**src/rtl/mwadd_pkg.sv**
```systemverilog
// Shared definitions for the multi-word add sequencer: word width, FSM states
// and a word-slicing helper.
package mwadd_pkg;

    localparam int WORD_W    = 16;
    localparam int MAX_WORDS = 16;
    localparam int MAX_W     = WORD_W * MAX_WORDS;

    typedef enum logic [1:0] {
        IDLE,
        RUN,
        DONE
    } state_t;

    // Callers zero-extend their operand to MAX_W so one helper serves any NUM_WORDS.
    function automatic logic [WORD_W-1:0] word_at(input logic [MAX_W-1:0] vec, input int idx);
        return vec[idx*WORD_W +: WORD_W];
    endfunction

endpackage

```
**src/rtl/multiword_add_sequencer_if.sv**
```systemverilog
// Operand/result handshake bundle for multiword_add_sequencer.
// The subtract signal exists only when MWADD_SUB_EN is defined.
interface multiword_add_sequencer_if
    import mwadd_pkg::*;
#(
    parameter int NUM_WORDS = 4
);
    localparam int TOTAL_W = WORD_W * NUM_WORDS;

    logic               inValid;
    logic               inReady;
    logic [TOTAL_W-1:0] opA;
    logic [TOTAL_W-1:0] opB;
    logic               carryIn;
    logic               outValid;
    logic               outReady;
    logic [TOTAL_W-1:0] sum;
    logic               carryOut;
    logic               busy;

`ifdef MWADD_SUB_EN
    logic               subtract;

    modport master (
        output inValid, opA, opB, carryIn, subtract, outReady,
        input  inReady, outValid, sum, carryOut, busy
    );
    modport slave (
        input  inValid, opA, opB, carryIn, subtract, outReady,
        output inReady, outValid, sum, carryOut, busy
    );
`else
    modport master (
        output inValid, opA, opB, carryIn, outReady,
        input  inReady, outValid, sum, carryOut, busy
    );
    modport slave (
        input  inValid, opA, opB, carryIn, outReady,
        output inReady, outValid, sum, carryOut, busy
    );
`endif

endinterface

```
**src/rtl/FullAdderX16.sv**
```systemverilog
// 16-bit adder with carry in/out; the single shared datapath of the sequencer.
module FullAdderX16 (
    input  logic [15:0] a,
    input  logic [15:0] b,
    input  logic        carry_in,
    output logic [15:0] sum,
    output logic        carry_out
);

    assign {carry_out, sum} = {1'b0, a} + {1'b0, b} + {16'd0, carry_in};

endmodule

```
**src/rtl/multiword_add_sequencer.sv**
```systemverilog
// Adds two NUM_WORDS x 16-bit operands one word per cycle through a shared adder.
// Define MWADD_SUB_EN to add a subtract input (A - B, carryOut=1 means no borrow).
module multiword_add_sequencer
    import mwadd_pkg::*;
#(
    parameter int NUM_WORDS = 4
) (
    input  logic                      clk,
    input  logic                      resetN,
    multiword_add_sequencer_if.slave  bus
);

    localparam int               TOTAL_W  = WORD_W * NUM_WORDS;
    localparam int               IDX_W    = $clog2(NUM_WORDS) + 1;
    localparam logic [IDX_W-1:0] LAST_IDX = IDX_W'(NUM_WORDS - 1);

    state_t             state;
    logic [IDX_W-1:0]   idx;
    logic               carry_q;
    logic [TOTAL_W-1:0] a_q;
    logic [TOTAL_W-1:0] b_q;
    logic [TOTAL_W-1:0] sum_q;
    logic               carry_out_q;
    logic               out_valid_q;

    logic [TOTAL_W-1:0] b_in;
    logic               carry_init;
    logic [WORD_W-1:0]  word_a;
    logic [WORD_W-1:0]  word_b;
    logic [WORD_W-1:0]  word_sum;
    logic               word_carry;

`ifdef MWADD_SUB_EN
    // Two's-complement subtract: invert B once at capture and seed the carry with 1.
    assign b_in       = bus.subtract ? ~bus.opB : bus.opB;
    assign carry_init = bus.subtract | bus.carryIn;
`else
    assign b_in       = bus.opB;
    assign carry_init = bus.carryIn;
`endif

    assign word_a = word_at(MAX_W'(a_q), int'(idx));
    assign word_b = word_at(MAX_W'(b_q), int'(idx));

    FullAdderX16 u_adder (
        .a         (word_a),
        .b         (word_b),
        .carry_in  (carry_q),
        .sum       (word_sum),
        .carry_out (word_carry)
    );

    // NOTE: all state is updated with non-blocking assignments so every branch
    // sees the pre-edge values of idx, carry_q and state.
    always_ff @(posedge clk or negedge resetN) begin
        if (!resetN) begin
            state       <= IDLE;
            idx         <= '0;
            carry_q     <= 1'b0;
            a_q         <= '0;
            b_q         <= '0;
            sum_q       <= '0;
            carry_out_q <= 1'b0;
            out_valid_q <= 1'b0;
        end else begin
            unique case (state)
                IDLE: begin
                    if (bus.inValid) begin
                        a_q     <= bus.opA;
                        b_q     <= b_in;
                        carry_q <= carry_init;
                        idx     <= '0;
                        state   <= RUN;
                    end
                end
                RUN: begin
                    for (int w = 0; w < NUM_WORDS; w++) begin
                        if (idx == IDX_W'(w)) sum_q[w*WORD_W +: WORD_W] <= word_sum;
                    end
                    carry_q <= word_carry;
                    idx     <= idx + IDX_W'(1);
                    if (idx == LAST_IDX) begin
                        carry_out_q <= word_carry;
                        out_valid_q <= 1'b1;
                        state       <= DONE;
                    end
                end
                DONE: begin
                    if (bus.outReady) begin
                        out_valid_q <= 1'b0;
                        state       <= IDLE;
                    end
                end
                default: state <= IDLE;
            endcase
        end
    end

    assign bus.inReady  = (state == IDLE);
    assign bus.busy     = (state != IDLE);
    assign bus.outValid = out_valid_q;
    assign bus.sum      = sum_q;
    assign bus.carryOut = carry_out_q;

endmodule

```
**src/flat_wrapper.sv**
```systemverilog
// flat-port wrapper written by rule: the top's interface ports become plain ports
module multiword_add_sequencer_flat import mwadd_pkg::*;
#(
    parameter int NUM_WORDS = 4
)
  (clk, resetN, bus_inValid, bus_opA, bus_opB, bus_carryIn, bus_outReady, bus_inReady, bus_outValid, bus_sum, bus_carryOut, bus_busy);
  multiword_add_sequencer_if #(.NUM_WORDS(NUM_WORDS)) bus_i ();
  input  logic clk;
  input  logic resetN;
  input wire logic [$bits(bus_i.inValid)-1:0] bus_inValid;
  input wire logic [$bits(bus_i.opA)-1:0] bus_opA;
  input wire logic [$bits(bus_i.opB)-1:0] bus_opB;
  input wire logic [$bits(bus_i.carryIn)-1:0] bus_carryIn;
  input wire logic [$bits(bus_i.outReady)-1:0] bus_outReady;
  output wire logic [$bits(bus_i.inReady)-1:0] bus_inReady;
  output wire logic [$bits(bus_i.outValid)-1:0] bus_outValid;
  output wire logic [$bits(bus_i.sum)-1:0] bus_sum;
  output wire logic [$bits(bus_i.carryOut)-1:0] bus_carryOut;
  output wire logic [$bits(bus_i.busy)-1:0] bus_busy;
  assign bus_i.inValid = bus_inValid;
  assign bus_i.opA = bus_opA;
  assign bus_i.opB = bus_opB;
  assign bus_i.carryIn = bus_carryIn;
  assign bus_i.outReady = bus_outReady;
  assign bus_inReady = bus_i.inReady;
  assign bus_outValid = bus_i.outValid;
  assign bus_sum = bus_i.sum;
  assign bus_carryOut = bus_i.carryOut;
  assign bus_busy = bus_i.busy;
  multiword_add_sequencer #(.NUM_WORDS(NUM_WORDS)) u_core (.clk(clk), .resetN(resetN), .bus(bus_i));
endmodule
```
**config.mk**
```make
export PLATFORM = sky130hd
export DESIGN_NAME = multiword_add_sequencer_flat
export DESIGN_NICKNAME = d
export VERILOG_FILES = /design/src/rtl/mwadd_pkg.sv /design/src/rtl/multiword_add_sequencer_if.sv /design/src/rtl/FullAdderX16.sv /design/src/rtl/multiword_add_sequencer.sv /design/src/flat_wrapper.sv
export SDC_FILE = /design/constraint.sdc
export NUM_CORES = 1
export LEC_CHECK = 0
export CAP_MARGIN = 10
export CORE_MARGIN = 4
export CORE_UTILIZATION = 51
export CTS_CLUSTER_DIAMETER = 50
export DETAILED_ROUTE_END_ITERATION = 8
export PLACE_DENSITY = 0.8
export SLEW_MARGIN = 20
export SYNTH_ARGS = -nofsm -noshare
export SYNTH_HDL_FRONTEND = slang
export SYNTH_SLANG_ARGS = --single-unit
```
**constraint.sdc**
```tcl
create_clock -name clk -period 3.6 [get_ports clk]
set_input_delay 0.72 -clock clk [delete_from_list [all_inputs] [get_ports clk]]
set_output_delay 0.72 -clock clk [all_outputs]
set_load 0.005 [all_outputs]
```
==> reports/metrics.cfg, run 1 <==
[status]
status=finished, final reports clean

[final_layout]
diodes=0
fin_nets=1060
drive_gt1_frac=0.240
syn2layout_area_growth_pct=30.6
multi_input_area_um2=3970
ff_latch_area_um2=5010
n_fill_cell=1311
mostFrequentLayoutCells=199 x clkdlybuf4s50_1, 198 x dfrtp_1, 132 x mux2_2
mostFrequentLayoutCell=clkdlybuf4s50_1

[setup_path]
crit_path_max_fanout=17
crit_path_start_kind=flop
crit_type=reg2reg
cp_slowest_stage_delay_ps=590
worst_setup_path_end_kind=flop
cp.arrival_ps=3620
worstPathCellList=buf_4, mux4_2, and2_1, ha_1, a21oi_1, o21ai_1, a311oi_1, xor2_1, o21ai_0
cp_slowest_cell=mux4_2
required_ps=3900

[sta]
min_period_ps=3330
fin_crit_sh=0.924
slew_viol_final=0
tightestPinTransition_ps=997
whs_ps=402
setup_tns_ps=0
rsz0062_at_grt=no
fmax_ghz=0.301
relSlewSlack=0.335
skew_ps=14.8
setup_violations=0
hold_viol=0

[power]
pwr_density_cell_nw_per_um2=1070
leakagePower_uw=0.00511
ir_drop_v=0.000705

[synthesis]
synth_seq_cells=200
synth_edf_count=0
synthFlopType=dfrtp_1
syn_area_um2=9260
synthCells=714
synth_cell_types=46
synth_warnings=0
syn_area_per_cell_um2=13.0
async_reset_ff_frac=1.00
syn_nets=869
yosysSeqAreaShare=0.541

[floorplanning]
start_util=0.517
core_area_um2=17900
ios=201
die_h_um=143
die_w_um=143
rows=49
die_area_um2=20400

[clock_tree]
clkLatencyLatePin_ps=440
h-tree-depth=4
cts_num_sinks=200
cts_tree=yes
holdBufCountCts=0
post-cts-setup-buffers=0
clockBufferDepth=2
numCtsBuffers=17
cts_resized=0
path_clk_slew_ps=70
root_buffer=clkbuf_16

[flow_run]
cap_violations=0

[routing]
ant_nets=0
finalWirelength_um=22100
drc_errors=0
wire_per_inst_um=19.3
met1_length_um=9620
wl_met2_um=10600
vias=6353
firstDrtPassIters=5
vias_per_cell=5.54
top_layer_used=met4
drt-initial-drc-count=386
dr_wl_met3_um=1370

[global_routing]
grt_pass1_wl_um=35200
antenna_found_initial=0
grt_overflow=0
first_global_vias=6516
grt_max_degree=123
grt_util_all_layers=0.224

[place]
port_buffers=200
place_hpwl_um=16400
place_congestion=0.858

[worst_hold_path]
hp-class=in2async

cell type report:
class / count / area share
multi-input combinational: 461 / 0.328
sequential: 200 / 0.414
tap: 229 / 0.0237
inverter: 10 / 0.00310
timing repair buffer: 215 / 0.180
clock buffer: 17 / 0.0352
clock inverter: 15 / 0.0154
synth_stat cells, drive strengths merged (7+ instances only):
cell,count,area share
and2,33,0.023
mux2,132,0.16
ha,20,0.027
dfrtp,200,0.54
a21oi,19,0.010
xor2,7,0.0066
buf,18,0.017
nand2,82,0.033
o21ai,65,0.037
clkbuf,25,0.010
mux4,30,0.073
inv,10,0.0041
nor2,10,0.0041
registers in the layout, summed over array words and instances, names as in the netlist:
register / cells
u_core.a_q: 64
u_core.idx: 3
u_core.bus.sum: 64
u_core.b_q: 64
u_core.state: 2
u_core.carry_q: 1
u_core.bus.carryOut: 1
u_core.bus.outValid: 1
path summary, 6_finish.rpt:
path / startpoint / endpoint / slack, ps / cells after the start
worst max-delay path: u_core.idx[0]$_DFFE_PN0P_ / u_core.bus.sum[28]$_DFFE_PN0P_ / 270 / 9
worst min-delay path: resetN / u_core.bus.sum[18]$_DFFE_PN0P_ / 400 / 1
max in group asynchronous: resetN / u_core.b_q[61]$_DFFE_PN0P_ / 2330 / 2
worst max register to register: u_core.idx[0]$_DFFE_PN0P_ / u_core.bus.sum[28]$_DFFE_PN0P_ / 270 / 9
min in group clk: u_core.bus.sum[40]$_DFFE_PN0P_ / u_core.bus.sum[40]$_DFFE_PN0P_ / 480 / 2
worst min register to register: u_core.bus.sum[40]$_DFFE_PN0P_ / u_core.bus.sum[40]$_DFFE_PN0P_ / 480 / 2
worst max-delay path: cells and delay by family, from the launching register on:
family                     cells  cell delay, ps
DFF                            1             440
muxes                          1             590
adders and majority gates      1             390
and+or+nand+nor                1             190
buffers and inverters          1             320
AOI/OAI and AO/OA              4             900
xor gates and xnor gates       1             350
per-stage QoR:
step | cells | utilization | power, uW | area [um2] | setup WS, ps
floorplan | 714 | - | 8490 | 9260 | 251
global placement | 1115 | 0.641 | 10700 | 11500 | 397
detailed placement | 1115 | 0.641 | 10900 | 11500 | 353
CTS | 1147 | 0.675 | 13000 | 12100 | 324
global route | 1147 | 0.675 | 13800 | 12100 | 72.1
finish | 1147 | 0.675 | 12900 | 12100 | 274
power breakdown:
| group | total [uW] | leakage [uW] | internal, uW | switching, uW |
|---|---|---|---|---|
| Clock | 1970 | 0.000299 | 1060 | 911 |
| Combinational | 6930 | 0.00239 | 3400 | 3520 |
| Sequential | 4010 | 0.00242 | 3370 | 644 |
logic make-up after synthesis:
kind of cell | share of synthesized area
flip-flops | 0.541
multiplexers | 0.237
AND/OR/NAND/NOR | 0.0751
AO/OA/AOI/OAI | 0.0753
buffers and inverters | 0.0314
adder cells (fa/ha/maj) | 0.0314
XOR/XNOR | 0.00946
routing by layer:
metal | global-route usage | up-vias
met5 | 0 | -
met4 | 0.0675 | 0
met3 | 0.0466 | 34
met2 | 0.361 | 222
met1 | 0.310 | 3170
li1 | - | 2927
No activity file was read; power rests on OpenSTA's default activity.
==> run 2, diff against run 1 <==
==> constraint.sdc (replaced) <==
create_clock -name clk -period 3.6 [get_ports clk]
set_input_delay 0.72 -clock clk [delete_from_list [all_inputs] [get_ports clk]]
set_output_delay 0.72 -clock clk [all_outputs]
set_load 0.05 [all_outputs]
==> results of run 2 <==
Same layout as run 1 (identical final DEF). Status: finished, final reports clean.
Power of run 2 is left out: the tool's default activity adds up to more than one toggle a clock period on the data nets, which glitch-free logic cannot reach.
==> run 3, diff against run 2 <==
Settings changed: ABC_AREA from default to 0.
==> results of run 3 <==
Same layout as run 1 (identical final DEF). Status: finished, final reports clean.
Power of run 3 is left out for the same reason.
